<file path="src/rtl/coletor_digitos.sv">
// Keypad digit collector: assembles up to MAX_DIGITS key codes (newest at digit 0)
// and presents the finished entry with a one-cycle digitos_valid on '#'.
module coletor_digitos #(
  parameter int MAX_DIGITS     = 20,
  parameter int TIMEOUT_CYCLES = 5000
) (
  input  logic                              clk,
  input  logic                              rst,
  input  logic                              enable,
  input  logic [3:0]                        key_value,
  input  logic                              key_valid,
  output logic [4*MAX_DIGITS-1:0]           digitos_value,
  output logic                              digitos_valid,
  output logic [4*MAX_DIGITS-1:0]           buffer_value,
  output logic [$clog2(MAX_DIGITS+1)-1:0]   digit_count,
  output logic                              timeout_pulse
);

  // state  | meaning
  // IDLE   | collection disabled, buffer held empty
  // COLETA | accepting keys, inactivity timer running while buffer non-empty
  // ENVIA  | one-cycle digitos_valid for the entry just submitted

  localparam int CW = $clog2(MAX_DIGITS+1);
  localparam int TW = $clog2(TIMEOUT_CYCLES);
  localparam int BW = 4*MAX_DIGITS;

  localparam logic [BW-1:0] ALL_F     = {BW{1'b1}};
  localparam logic [CW-1:0] CNT_MAX   = CW'(MAX_DIGITS);
  localparam logic [TW-1:0] TIMER_END = TW'(TIMEOUT_CYCLES-1);

  localparam logic [3:0] KEY_STAR = 4'hA;
  localparam logic [3:0] KEY_HASH = 4'hB;

  typedef enum logic [1:0] {
    IDLE   = 2'd0,
    COLETA = 2'd1,
    ENVIA  = 2'd2
  } state_t;

  state_t        state_q, state_d;
  logic [BW-1:0] buf_q, buf_d;
  logic [BW-1:0] out_q, out_d;
  logic [CW-1:0] cnt_q, cnt_d;
  logic [TW-1:0] timer_q, timer_d;
  logic          tp_q, tp_d;

  always_ff @(posedge clk) begin
    if (rst) begin
      state_q <= IDLE;
      buf_q   <= ALL_F;
      out_q   <= ALL_F;
      cnt_q   <= '0;
      timer_q <= '0;
      tp_q    <= 1'b0;
    end else begin
      state_q <= state_d;
      buf_q   <= buf_d;
      out_q   <= out_d;
      cnt_q   <= cnt_d;
      timer_q <= timer_d;
      tp_q    <= tp_d;
    end
  end

  always_comb begin
    state_d = state_q;
    buf_d   = buf_q;
    out_d   = out_q;
    cnt_d   = cnt_q;
    timer_d = timer_q;
    tp_d    = 1'b0;

    case (state_q)
      IDLE: begin
        buf_d   = ALL_F;
        cnt_d   = '0;
        timer_d = '0;
        if (enable) state_d = COLETA;
      end

      COLETA: begin
        if (!enable) begin
          buf_d   = ALL_F;
          cnt_d   = '0;
          timer_d = '0;
          state_d = IDLE;
        end else if (key_valid) begin
          // Any key pulse pre-empts a coincident timeout expiry.
          if (key_value <= 4'd9) begin
            if (cnt_q < CNT_MAX) begin
              buf_d = {buf_q[BW-5:0], key_value};
              cnt_d = cnt_q + 1'b1;
            end
            timer_d = '0;
          end else if (key_value == KEY_STAR) begin
            if (cnt_q != '0) begin
              buf_d   = {4'hF, buf_q[BW-1:4]};
              cnt_d   = cnt_q - 1'b1;
              timer_d = '0;
            end
          end else if (key_value == KEY_HASH) begin
            if (cnt_q != '0) begin
              out_d   = buf_q;
              buf_d   = ALL_F;
              cnt_d   = '0;
              timer_d = '0;
              state_d = ENVIA;
            end
          end
        end else if (cnt_q != '0) begin
          if (timer_q == TIMER_END) begin
            buf_d   = ALL_F;
            cnt_d   = '0;
            timer_d = '0;
            tp_d    = 1'b1;
          end else begin
            timer_d = timer_q + 1'b1;
          end
        end else begin
          timer_d = '0;
        end
      end

      ENVIA: begin
        buf_d   = ALL_F;
        cnt_d   = '0;
        timer_d = '0;
        state_d = enable ? COLETA : IDLE;
      end

      default: begin
        buf_d   = ALL_F;
        cnt_d   = '0;
        timer_d = '0;
        state_d = IDLE;
      end
    endcase
  end

  assign digitos_value = out_q;
  assign digitos_valid = (state_q == ENVIA);
  assign buffer_value  = buf_q;
  assign digit_count   = cnt_q;
  assign timeout_pulse = tp_q;

endmodule

</file>
<file path="config.mk">
export PLATFORM = sky130hd
export DESIGN_NAME = coletor_digitos
export DESIGN_NICKNAME = d
export VERILOG_FILES = /design/src/rtl/coletor_digitos.sv
export SDC_FILE = /design/constraint.sdc
export NUM_CORES = 1
export LEC_CHECK = 0
export ABC_AREA = 1
export CORE_ASPECT_RATIO = 0.9
export CORE_UTILIZATION = 45
export CTS_CLUSTER_DIAMETER = 80
export DETAILED_ROUTE_END_ITERATION = 8
export GPL_TIMING_DRIVEN = 1
export PLACE_DENSITY = 0.78
export SYNTH_ARGS = -nofsm -noshare
export SYNTH_HDL_FRONTEND = slang
export SYNTH_SLANG_ARGS = --single-unit
</file>
<file path="constraint.sdc">
create_clock -name clk -period 1.6 [get_ports clk]
set_clock_uncertainty 0.05 [all_clocks]
set_input_delay 0.24 -clock clk [delete_from_list [all_inputs] [get_ports clk]]
set_output_delay 0.24 -clock clk [all_outputs]
set_load 0.005 [all_outputs]
</file>
Word-level counts from Yosys, hierarchy flattened
Cells that the tools add are included.
{ "totals": {"reg_bits": 181, "latchBits": 0, "ramBits": 0, "romBits": 0, "inputBits": 8, "output_inout_bits": 167, "wordCells": 75, "mem_count": 0} }
{ "classes": {"add_sub_neg": 3, "multipliers": 0, "div_mod_pow": 0, "n_lt_le_gt_ge": 2, "n_eq_ne": 15, "shifts": 0, "muxes": 35, "n_bitwise": 5, "reduce_logical": 9} }
{ "ops": {"columns": ["op", "n"], "rows": [
  ["80-bit 2-to-1 mux", 9],
  ["13-bit 2-to-1 mux", 7],
  ["5-bit 2-to-1 mux", 9],
  ["3-bit != test, second input constant", 6],
  ["2-bit 2-to-1 mux", 7],
  ["13-bit by 1-bit adder with 13-bit output, second input constant", 1],
  ["13-bit equality test, second input constant", 1],
  ["6-bit AND reduction", 2],
  ["4-bit equality test, second input constant", 2],
  ["7-bit AND reduction", 1],
  ["3-bit by 2-bit != test with 1-bit output, second input constant", 2],
  ["2-bit one-hot mux with 3 select lines", 1],
  ["5-bit by 1-bit adder with 5-bit output, second input constant", 1],
  ["5-bit less-than comparator, second input constant", 1],
  ["1-bit inverter", 5],
  ["5-bit nonzero test", 1],
  ["5-bit OR reduction", 1],
  ["5-bit by 1-bit subtractor with 5-bit output, second input constant", 1],
  ["4-bit less-or-equal comparator, second input constant", 1],
  ["4-bit by 1-bit != test with 1-bit output, second input constant", 1],
  ["2-bit nonzero test", 2],
  ["3-bit OR reduction", 1],
  ["2-bit by 1-bit equality test with 1-bit output, second input constant", 1],
  ["2-bit equality test, second input constant", 1],
  ["other kinds (3)", 4]
]} }

Depth between registers and ports, before layout
{ "depth": {"depth_word": 8, "depth_mapped": 11, "depth_no_buf": 9} }

Worst setup path after synthesis
OpenSTA, ideal clock, no wires.
{ "synth_timing": {"kind": "flip-flop to flip-flop", "from": "register cnt_q[0], in the netlist digit_count[0]", "to": "register buf_q[62], in the netlist buffer_value[62]", "setup_time_ns": 0.130, "t_arrival_ns": 1.597, "required_ns": 1.420, "setup_slack_ns": -0.177, "path_stages_with_launch": 10, "n_path_buf": 1, "period_less_slack_ns": 1.777, "cell_sequence": "dfxtp_1 inv_1 ha_1 nand3_4 nor2_2 nor2_2 nand2_4 buf_6 nand2_1 nand3_1"} }
{ "synth_between": {"elab_chain_cells": 3, "word_cells_on_any_way": 7, "classes_between": "order compare (1); eq/ne (3); reduce/logical (3)"} }
{ "synth_lines": {"columns": ["element", "line_no", "text"], "rows": [
  ["start, declared", "44", "logic [CW-1:0] cnt_q, cnt_d;"],
  ["start signal, assigned", "60", "cnt_q <= cnt_d;"],
  ["5-bit less-than comparator or 5-bit nonzero test (tied branches)", null, null],
  ["3-bit by 2-bit != test with 1-bit output (no line) (tied with other cells)", null, null],
  ["6-bit AND reduction (no line) (*)", null, null],
  ["end signal, assigned", "58", "buf_q <= buf_d;"],
  ["end, declared", "42", "logic [BW-1:0] buf_q, buf_d;"]
]} }
Every way passes the cells marked *; elsewhere a longest branch is shown, timed or not.
A chain may end at the register's enable or synchronous reset.

Final worst setup path
{ "layout_timing": {"from": "register timer_q[1]", "to": "register buf_q[77], in the netlist buffer_value[77]"} }
{ "layout_between": {"elab_chain_cells": 3} }
{ "layout_lines": {"columns": ["element", "line_no", "text"], "rows": [
  ["start, declared", "45", "logic [TW-1:0] timer_q, timer_d;"],
  ["start signal, assigned", "61", "timer_q <= timer_d;"],
  ["13-bit equality test", "112", "if (timer_q == TIMER_END) begin"],
  ["2-bit nonzero test (no line)", null, null],
  ["6-bit AND reduction (no line)", null, null]
]} }
Every way passes these cells.

==> flow_metrics.py <==
metrics = {
    "grt": {
        "grt_pass1_vias": 8847,
        "grt_start_max_net_pins": 65,
        "grt_usage_pct": 31.7,
        "grt_overflow": 0,
        "antenna_found_initial": 0,
        "grt_pass1_wl_um": 46300,
    },
    "clock_network": {
        "cts_buffer_depth": 2,
        "cts.sinks": 181,
        "numCtsBuffers": 17,
        "clockRootBuffer": "clkbuf_16",
        "insertion_delay_ns": 0.44,
        "clk_pin_slew_worst_paths_ns": 0.07,
        "cts_tree": "done",
        "ctsHoldBuffers": 0,
        "htree_levels": 4,
    },
    "timing": {
        "setup_tns_ns": -19.42,
        "maxSlewHeadroom_pct": 67.4,
        "holdWs_ns": 0.272,
        "setup_ws_ns": -0.290,
        "finalCriticalPeriod_ns": 1.89,
        "rsz0062_at_grt": "true",
        "hold_violations": 0,
        "fin_crit_sh_pct": 118,
        "slew_viol_final": 0,
        "clock.fmax_ghz": 0.529,
        "tightest_slew_ns": 0.489,
        "setup-violations-final": 240,
    },
    "run": {
        "max-cap-violations": 0,
    },
    "die": {
        "dieWidth_um": 145,
        "design.core.area_mm2": 0.0178,
        "die_area_mm2": 0.0189,
        "dieHeight_um": 131,
        "io_pins": 175,
        "rows": 46,
        "initial_core_util_pct": 46.5,
    },
    "min_path": {
        "whs_path_depth": 3,
        "hold_path_class": "input port to flip-flop",
        "min_to": "timeout_pulse$_SDFF_PP0_",
        "worstHoldStart": "key_valid",
    },
    "synth": {
        "yosys.cell_types.count": 29,
        "synthesis.nets": 1126,
        "async_flop_share_pct": 0,
        "synth_top_flop_cell": "dfxtp_1",
        "syn-instance-count": 1115,
        "netlist_area_mm2": 0.00827,
        "ys_seq_area_share_pct": 43.8,
        "ys_warn_count": 0,
        "synth_edf_count": 0,
        "ys_ff_latch": 181,
        "synth.avg_cell_area_um2": 7.41,
    },
    "layout": {
        "antennaDiodeCount": 0,
        "drive_gt1_share_pct": 47.2,
        "layout.nets": 1413,
        "syn_to_final_growth_pct": 75.9,
    },
    "worst_setup_path": {
        "required_ns": 1.82,
        "rr_endpoint": "buffer_value[77]$_SDFFE_PP1P_",
        "startpoint_type": "flip-flop",
        "crit_type": "flip-flop to flip-flop",
        "r2r_slack_ns": -0.29,
        "worstReg2RegStart": "timer_q[1]$_SDFFE_PP0P_",
        "r2r_cells": 9,
        "cp-end-kind": "flip-flop",
        "crit_arrival_ns": 2.11,
        "critPathMaxFanout": 7,
    },
    "power_and_ir_drop": {
        "power.total_w": 0.0101,
        "ir_worst_vdd_uv": 851,
        "power_density_mw_per_mm2": 693,
        "p_leak_nw": 6.08,
    },
    "routing": {
        "num_vias": 10200,
        "avgViaCountPerCell": 6.17,
        "drt_pass1_iterations": 6,
        "initialDrtViolationCount": 1319,
        "drt-total-wl_um": 39400,
        "detail_route.wl_per_cell_um": 23.8,
        "drc": 0,
        "ant_nets": 0,
    },
    "place": {
        "dp_hpwl_um": 16500,
        "globalplace.congestion": 0.860,
        "io_buffers": 174,
    },
    "outcome": {
        "violations": "negative setup slack",
        "status": "finished, violations left",
    },
}
## cell families (layout without fill, tap and decap cells)
group                      after synthesis  in the layout  synth area share, %
and+or+nand+nor                        620            622                 32.4
adders and majority gates                3              3                0.454
AOI/OAI and AO/OA                      146            146                 13.9
xor gates and xnor gates                 2              2                0.212
buffers and inverters                  163            461                 9.28
DFF                                    181            181                 43.8
## flip-flops by register name, indices dropped and copies added, names as in the netlist
signal	cells
buffer_value	80
digit_count	5
digitos_value	80
state_q	2
timeout_pulse	1
timer_q	13
## routing by layer
metal,vias up,share of wire (%),GRT usage [%]
li1,4258,-,-
met1,4850,34,39.1
met2,831,46,52.5
met3,277,12,8.13
met4,0,7.5,13.9
met5,-,0,0
## through the flow
stage | setup slack (ns) | util [%] | instances | cell area [um^2]
2_1_floorplan | 0.00253 | - | 1115 | 8290
3_3_place_gp | -0.494 | 61.1 | 1545 | 10900
3_5_place_dp | -0.522 | 61.1 | 1545 | 10900
4_1_cts | -0.135 | 71.5 | 1634 | 12700
5_1_grt | -0.339 | 81.8 | 1655 | 14500
6_report | -0.290 | 81.8 | 1655 | 14500
## worst max-delay path by stage
| stage | slack (ns) | to | startpoint | cells after the start |
|---|---|---|---|---|
| final | -0.29 | buffer_value[77]$_SDFFE_PP1P_ | timer_q[1]$_SDFFE_PP0P_ | 9 |
| after global placement | -0.49 | buffer_value[18]$_SDFFE_PP1P_ | key_value[3] | 9 |
| after CTS | -0.14 | buffer_value[43]$_SDFFE_PP1P_ | digit_count[0]$_SDFFE_PP0P_ | 10 |
| after global routing | -0.34 | buffer_value[77]$_SDFFE_PP1P_ | digit_count[0]$_SDFFE_PP0P_ | 9 |
| after detailed placement | -0.52 | buffer_value[25]$_SDFFE_PP1P_ | key_value[3] | 9 |
| after floorplan | 0.003 | buffer_value[32]$_SDFFE_PP1P_ | digit_count[1]$_SDFFE_PP0P_ | 11 |
## layout by cell type, fill, tap and decap left out, types with 3 or more instances in the layout
cell             instances
inv_2                    9
nand2_8                  3
nand4_1                  6
nor2_1                  66
a31oi_1                 10
buf_16                   9
o21ai_0                  5
a21oi_1                 68
inv_1                   76
nand2_4                124
dfxtp_4                 24
buf_4                   91
clkdlybuf4s50_1        108
clkinvlp_4               3
dlygate4sd2_1           52
dfxtp_1                 97
dfxtp_2                 60
nand3_1                 40
nor2_2                   8
nor2_4                  10
nand2_1                132
nand2_2                 76
o211ai_1                 4
clkbuf_16               32
clkinv_4                 3
o211ai_2                50
nor3_1                  61
buf_12                  35
nand3_2                 91
nand3_4                  3
buf_6                   16
clkbuf_1                 3
dlymetal6s2s_1          14
## worst max-delay path, cell delays in order, from the launching register on
cell	delay [ns]
dfxtp_2	0.36
ha_4	0.16
nand2_4	0.06
nor2_4	0.11
nand4_1	0.20
nand2_4	0.24
nand2_8	0.12
buf_12	0.17
nand2_2	0.07
nand3_1	0.17
## Yosys cell counts, types with 3 or more instances
cell	instances	area share, %
a21oi_1	70	4.2
a31oi_1	10	0.76
buf_2	16	0.97
buf_4	4	0.36
buf_6	16	2.2
clkbuf_1	40	1.8
dfxtp_1	181	44
ha_1	3	0.45
inv_1	80	3.6
inv_2	5	0.23
nand2_1	331	15
nand3_1	131	7.9
nand4_1	6	0.45
nor2_1	76	3.5
nor2_2	4	0.30
nor2_4	4	0.54
nor3_1	62	3.8
o211ai_1	4	0.36
o211ai_2	50	7.6
o21ai_0	7	0.42
## power breakdown
| part | total, W | leakage (nW) | switching [W] | internal (W) |
|---|---|---|---|---|
| clock network | 0.00414 | 0.268 | 0.00190 | 0.00224 |
| logic | 0.00139 | 4.37 | 0.000830 | 0.000563 |
| registers | 0.00455 | 1.44 | 0.0000470 | 0.00450 |
## timing repair
item | 4_1_cts | 5_1_grt
resized for setup | 258 | 421
endpoints found under the setup margin | 201 | 239
cloned | 16 | 23
buffers inserted | 41 | 13
pin swaps | 33 | 77
## final cells by class
| cell class | instances | area [um^2] |
|---|---|---|
| clock inverters | 10 | 100 |
| multi-input cells | 773 | 5630 |
| fillers | 918 | 3240 |
| repair buffers | 342 | 3930 |
| well taps | 240 | 300 |
| inverters | 87 | 329 |
| flip-flops and latches | 181 | 3790 |
| clock buffers | 22 | 464 |
Note: power is estimated with default switching activity, not from simulation.
